===== config.mk =====
export PLATFORM = sky130hd
export DESIGN_NAME = red_pitaya_dsp_seq
export DESIGN_NICKNAME = d
export VERILOG_FILES = /design/src/rtl/red_pitaya_dsp_seq_pkg.sv /design/src/rtl/red_pitaya_dsp_seq_if.sv /design/src/rtl/red_pitaya_dsp_seq_fifo.sv /design/src/rtl/red_pitaya_dsp_seq.sv
export SDC_FILE = /design/constraint.sdc
export NUM_CORES = 1
export LEC_CHECK = 0
export ABC_AREA = 1
export ABC_CLOCK_PERIOD_IN_PS = 13700
export CAP_MARGIN = 5
export CORE_ASPECT_RATIO = 0.5
export CORE_MARGIN = 2
export CORE_UTILIZATION = 42
export DETAILED_ROUTE_END_ITERATION = 10
export GPL_TIMING_DRIVEN = 0
export PLACE_DENSITY = 0.67
export SYNTH_ARGS = -nofsm -noshare
export SYNTH_HDL_FRONTEND = slang
export SYNTH_SLANG_ARGS = --single-unit

===== constraint.sdc =====
create_clock -name clk_i -period 13.7 [get_ports clk_i]
set_input_delay 4.11 -clock clk_i [delete_from_list [all_inputs] [get_ports clk_i]]
set_output_delay 4.11 -clock clk_i [all_outputs]
set_load 0.01 [all_outputs]

===== src/rtl/red_pitaya_dsp_seq_pkg.sv =====
// Shared types for the DSP bus command sequencer: FSM states, queued command
// record and the byte-select pattern driven on every bus access.
package dsp_seq_pkg;

    typedef enum logic [1:0] {
        ST_IDLE  = 2'd0,
        ST_ISSUE = 2'd1,
        ST_WAIT  = 2'd2,
        ST_RESP  = 2'd3
    } state_t;

    typedef struct packed {
        logic        we;
        logic [31:0] addr;
        logic [31:0] wdata;
    } cmd_t;

    localparam logic [3:0] SYS_SEL = 4'hF;

endpackage


===== src/rtl/red_pitaya_dsp_seq_if.sv =====
// Push/pop channel between the sequencer FSM and its command FIFO.
// valid/ready: a transfer happens on a clock edge where both are high; valid never waits on ready.
interface red_pitaya_dsp_seq_if;
    import dsp_seq_pkg::*;

    logic push_valid;
    logic push_ready;
    cmd_t push_data;
    logic pop_valid;
    logic pop_ready;
    cmd_t pop_data;

    modport master (
        output push_valid, push_data, pop_ready,
        input  push_ready, pop_valid, pop_data
    );

    modport slave (
        input  push_valid, push_data, pop_ready,
        output push_ready, pop_valid, pop_data
    );

endinterface


===== src/rtl/red_pitaya_dsp_seq_fifo.sv =====
// Synchronous show-ahead command FIFO, DEPTH entries (power of two), with
// natural pointer wrap. A push is refused while full even if a pop coincides.
module dsp_seq_fifo
    import dsp_seq_pkg::*;
#(
    parameter int DEPTH = 8
) (
    input  logic                  clk_i,
    input  logic                  rstn_i,
    red_pitaya_dsp_seq_if.slave   q
);

    localparam int AW = $clog2(DEPTH);

    cmd_t          mem [DEPTH];
    logic [AW-1:0] wr_ptr;
    logic [AW-1:0] rd_ptr;
    logic [AW:0]   count;
    logic          full;
    logic          empty;
    logic          push;
    logic          pop;

    assign full  = (count == (AW+1)'(DEPTH));
    assign empty = (count == '0);
    assign push  = q.push_valid && !full;
    assign pop   = q.pop_ready && !empty;

    assign q.push_ready = !full;
    assign q.pop_valid  = !empty;
    assign q.pop_data   = mem[rd_ptr];

    always_ff @(posedge clk_i) begin
        if (push) begin
            mem[wr_ptr] <= q.push_data;
        end
    end

    always_ff @(posedge clk_i) begin
        if (!rstn_i) begin
            wr_ptr <= '0;
            rd_ptr <= '0;
            count  <= '0;
        end else begin
            if (push) begin
                wr_ptr <= wr_ptr + 1'b1;
            end
            if (pop) begin
                rd_ptr <= rd_ptr + 1'b1;
            end
            case ({push, pop})
                2'b10:   count <= count + 1'b1;
                2'b01:   count <= count - 1'b1;
                default: count <= count;
            endcase
        end
    end

endmodule


===== src/rtl/red_pitaya_dsp_seq.sv =====
// Queued bus-command sequencer: FIFO of read/write commands replayed one at a time
// on the sys bus. Define DSP_SEQ_TIMEOUT_EN to abort WAIT after TIMEOUT cycles.
module red_pitaya_dsp_seq
    import dsp_seq_pkg::*;
#(
    parameter int DEPTH   = 8,
    parameter int TIMEOUT = 255
) (
    input  logic        clk_i,
    input  logic        rstn_i,
    input  logic        cmd_valid_i,
    output logic        cmd_ready_o,
    input  logic        cmd_we_i,
    input  logic [31:0] cmd_addr_i,
    input  logic [31:0] cmd_wdata_i,
    output logic        rsp_valid_o,
    output logic [31:0] rsp_rdata_o,
    output logic        rsp_err_o,
    output logic [31:0] sys_addr_o,
    output logic [31:0] sys_wdata_o,
    output logic [3:0]  sys_sel_o,
    output logic        sys_wen_o,
    output logic        sys_ren_o,
    input  logic [31:0] sys_rdata_i,
    input  logic        sys_err_i,
    input  logic        sys_ack_i,
    output state_t      dbg_state_o
);

    if (DEPTH < 2 || (DEPTH & (DEPTH - 1)) != 0 || TIMEOUT < 1) begin : g_bad_param
        $error("red_pitaya_dsp_seq: DEPTH must be a power of two >= 2 and TIMEOUT >= 1");
    end

    red_pitaya_dsp_seq_if fifo_bus ();

    state_t state;
    logic   cur_we;

    assign fifo_bus.push_valid = cmd_valid_i;
    assign fifo_bus.push_data  = '{we: cmd_we_i, addr: cmd_addr_i, wdata: cmd_wdata_i};
    assign fifo_bus.pop_ready  = (state == ST_IDLE);
    assign cmd_ready_o         = fifo_bus.push_ready;
    assign dbg_state_o         = state;

    dsp_seq_fifo #(
        .DEPTH (DEPTH)
    ) u_fifo (
        .clk_i  (clk_i),
        .rstn_i (rstn_i),
        .q      (fifo_bus)
    );

`ifdef DSP_SEQ_TIMEOUT_EN
    localparam int CNT_W = $clog2(TIMEOUT + 1);
    logic [CNT_W-1:0] wait_cnt;
`endif

    always_ff @(posedge clk_i) begin
        if (!rstn_i) begin
            state       <= ST_IDLE;
            cur_we      <= 1'b0;
            sys_addr_o  <= '0;
            sys_wdata_o <= '0;
            sys_sel_o   <= '0;
            sys_wen_o   <= 1'b0;
            sys_ren_o   <= 1'b0;
            rsp_valid_o <= 1'b0;
            rsp_rdata_o <= '0;
            rsp_err_o   <= 1'b0;
`ifdef DSP_SEQ_TIMEOUT_EN
            wait_cnt    <= '0;
`endif
        end else begin
            case (state)
                ST_IDLE: begin
                    if (fifo_bus.pop_valid) begin
                        cur_we      <= fifo_bus.pop_data.we;
                        sys_addr_o  <= fifo_bus.pop_data.addr;
                        sys_wdata_o <= fifo_bus.pop_data.wdata;
                        sys_sel_o   <= SYS_SEL;
                        sys_wen_o   <= fifo_bus.pop_data.we;
                        sys_ren_o   <= !fifo_bus.pop_data.we;
                        state       <= ST_ISSUE;
                    end
                end
                ST_ISSUE: begin
                    sys_wen_o <= 1'b0;
                    sys_ren_o <= 1'b0;
`ifdef DSP_SEQ_TIMEOUT_EN
                    wait_cnt  <= '0;
`endif
                    state     <= ST_WAIT;
                end
                ST_WAIT: begin
                    // err wins over a simultaneous ack, and discards any read data
                    if (sys_err_i) begin
                        rsp_valid_o <= 1'b1;
                        rsp_err_o   <= 1'b1;
                        rsp_rdata_o <= '0;
                        sys_sel_o   <= '0;
                        state       <= ST_RESP;
                    end else if (sys_ack_i) begin
                        rsp_valid_o <= 1'b1;
                        rsp_err_o   <= 1'b0;
                        rsp_rdata_o <= cur_we ? 32'h0 : sys_rdata_i;
                        sys_sel_o   <= '0;
                        state       <= ST_RESP;
                    end
`ifdef DSP_SEQ_TIMEOUT_EN
                    else if (wait_cnt == CNT_W'(TIMEOUT - 1)) begin
                        rsp_valid_o <= 1'b1;
                        rsp_err_o   <= 1'b1;
                        rsp_rdata_o <= '0;
                        sys_sel_o   <= '0;
                        state       <= ST_RESP;
                    end else begin
                        wait_cnt <= wait_cnt + 1'b1;
                    end
`endif
                end
                ST_RESP: begin
                    rsp_valid_o <= 1'b0;
                    rsp_err_o   <= 1'b0;
                    rsp_rdata_o <= '0;
                    state       <= ST_IDLE;
                end
                default: state <= ST_IDLE;
            endcase
        end
    end

endmodule


==> metrics.txt <==
final period utilization 44.5%; leading cell type in the layout, fill and taps excluded edfxtp_1; CTS buffer count 56; Synth cell types 27; post-detailed-route count of antenna-violating nets 0; crit path buf inv count 4; final core occ around 52%; mapped cell area ~25,000 um2; Post-Route WL 66,100 um; number of DRC markers in iteration 0 1,980; wire per inst around 21 um; status finished, final reports clean; Starting Density a little over two fifths; Psw between 2 and 2.5 mW; clock-pin transition on the worst setup and hold timing paths roughly 60 ps; drc violations 0; Total Routing Usage GR 21.3%; post-cts sizing count 0; post-CTS setup buffers 0; crit path max fanout 24; grt ovf 0; Total Power approximately 5.8 mW; fill cell count 4,841; unrepaired setup endpoints after global routing false; vias per cell between 5 and 6; Hold Crit Start rsp_rdata_o[26]$_SDFFE_PN0P_; share of cells above drive strength 1 9.88%; Post-CTS Hold Buffers 0; clk sinks around 640; pin count of the biggest net entering global routing 27; measured slew at the worst slew-check pin 1300 ps; DP HPWL between 40,000 and 50,000 um; register bit total from synthesis around 640; minimum clock period about 6100 ps; Fmax achieved roughly 0.16 GHz; Mapped Cells around 2,000; final setup vio count 0; combinational share of power 32.1%; Clock Skew a little over 60 ps; Finished Layout Cells 3,078; number of cell rows 62; WP data required 14,030 ps; Avg Cell Area, Syn 12.5 um2; first-pass GRT wire length ~98,000 um; Pleak roughly 10 nW; CTS tree done; CTS max path bufs 3; Syn Nets between 2,000 and 2,500; max-cap viol count 0; Register Area 18,000 um2; port bufs around 210; Int Power between 3 and 4 mW; vias in the first global route 16,100; Area growth syn-to-layout 22.1%; drt pass-1 iters 6; Worst Setup SP cmd_valid_i; Core Region between 50,000 and 60,000 um2; Synth Warn # 0; Vias 16,800; RR Startpoint dbg_state_o[0]$_SDFFE_PN0P_; # nets final 2,371; Worst Setup Start Kind input pin; area occupied by multi-input gates ~5600 um2; routability congestion estimate slightly below 0.8; crit path DAT roughly 6400 ps; CP peak stage delay roughly 760 ps; die width ~350 um; switch share roughly a third; Root Driver clkbuf_16; Hold Vio Cnt, Final 0; Final Max Tran Viols 0; I/O pin cnt between 200 and 250; initial antenna violation count 3; H-tree depth 2; Pwr per Cell Area around 190 nW/um2; clk_lat worst skew about 640 ps; largest delay contributor family on the critical path simple AND/OR/NAND/NOR gates; Hold/Removal Path Class reg2reg; kind of critical path in2reg; die height around 180 um; sequential area share after synthesis between 70% and 80%; commonest non-fill, non-tap cells in the layout edfxtp_1 (520), o21ai_0 (230), clkdlybuf4s50_1 (207), a21oi_1 (178), nand2_1 (158); Sum Neg Setup Slack 0 ps; Worst VDD drop roughly 0.00012 V; Cells after DPL between 2,000 and 3,000; Slew headroom 13.3%; die area roughly 60,000 um2; clock power share 27.5%; critical-path cell list clkdlybuf4s50_1, nand2_1, inv_1, nand2_1, nor2_4, buf_12, buf_12; sequential power share a little over 40%; CP max stage cell nor2_4; Worst Setup End Kind flop
## layer usage
metal / global-route usage (%) / vias up / part of all wire (%)
met1: 28.3 / 8297 / 42
met5: 0 / - / 0
met2: 35.6 / 696 / 47
met4: 7.28 / 0 / 3.1
li1: - / 7688 / -
met3: 3.67 / 124 / 8.0
## metrics by stage
step / hold slack (ps) / worst slack [ps] / instance area (um2)
2_1_floorplan: 448 / 6040 / 24800
3_3_place_gp: 452 / 2640 / 27800
3_5_place_dp: 455 / 6930 / 28300
4_1_cts: 466 / 7590 / 30200
5_1_grt: 477 / 7430 / 30200
6_report: 462 / 7610 / 30200
## power by group through the flow
stage / Sequential, mW / Combinational [mW] / Clock, mW
2_1_floorplan: 2.42 / 1.04 / 0
3_3_place_gp: 2.40 / 1.80 / 0
3_5_place_dp: 2.38 / 1.86 / 0
4_1_cts: 2.34 / 1.87 / 1.62
5_1_grt: 2.36 / 2.03 / 1.70
6_report: 2.34 / 1.87 / 1.60
## worst min-delay path: cells and delay by family (launching register included)
family | cells | cell delay, ps
flip-flops | 1 | 310
AND/OR/NAND/NOR | 1 | 60
AO/OA/AOI/OAI | 1 | 50
## layout make-up
type / count / area share [%]
sequential: 637 / 59.4
multi-input combinational: 1041 / 18.4
timing repair buffer: 228 / 8.47
clock buffer: 81 / 5.39
tap: 768 / 3.18
buffer: 137 / 2.36
inverter: 158 / 1.97
clock inverter: 25 / 0.820
antenna: 3 / 0.0248
## synth_stat cells, drive strengths merged
| cell | count | area [um2] |
|---|---|---|
| ha | 10 | 125 |
| nand4 | 2 | 12.5 |
| dfxtp | 117 | 2340 |
| xor2 | 3 | 26.3 |
| o21ai | 331 | 1660 |
| a21oi | 241 | 1440 |
| xnor2 | 1 | 8.76 |
| clkinv | 1 | 3.75 |
| buf | 66 | 445 |
| edfxtp | 520 | 15600 |
| o211ai | 130 | 976 |
| nor3 | 1 | 10.0 |
| nor2 | 146 | 551 |
| inv | 157 | 592 |
| nand3 | 16 | 80.1 |
| nand2 | 159 | 599 |
| clkbuf | 71 | 267 |
| and3 | 1 | 6.26 |
## state kept, by name, summed over array words and instances, names as in the netlist, 2 cells and up, named ones only
name and flops:
rsp_rdata_o 32, dbg_state_o 2, u_fifo.mem 520, u_fifo.wr_ptr 3, u_fifo.rd_ptr 3, u_fifo.count 4
sys_addr_o 32, sys_wdata_o 32
## logic make-up after synthesis
family / count (synthesis) / share of synthesized area (%)
XOR/XNOR: 4 / 0.142
adder cells (fa/ha/maj): 10 / 0.505
buffers and inverters: 295 / 5.28
AO/OA/AOI/OAI: 702 / 16.5
flip-flops: 637 / 72.5
AND/OR/NAND/NOR: 325 / 5.08
## final timing paths
check | endpoint | slack (ps) | cells past startpoint
max | u_fifo.mem[2][34]$_DFFE_PP_ | 7610 | 7
min | rsp_rdata_o[26]$_SDFFE_PN0P_ | 460 | 2
max reg2reg | u_fifo.count[2]$_SDFFE_PN0P_ | 10710 | 15
min reg2reg | rsp_rdata_o[26]$_SDFFE_PN0P_ | 460 | 2
No activity file was read; power rests on OpenSTA's default activity.
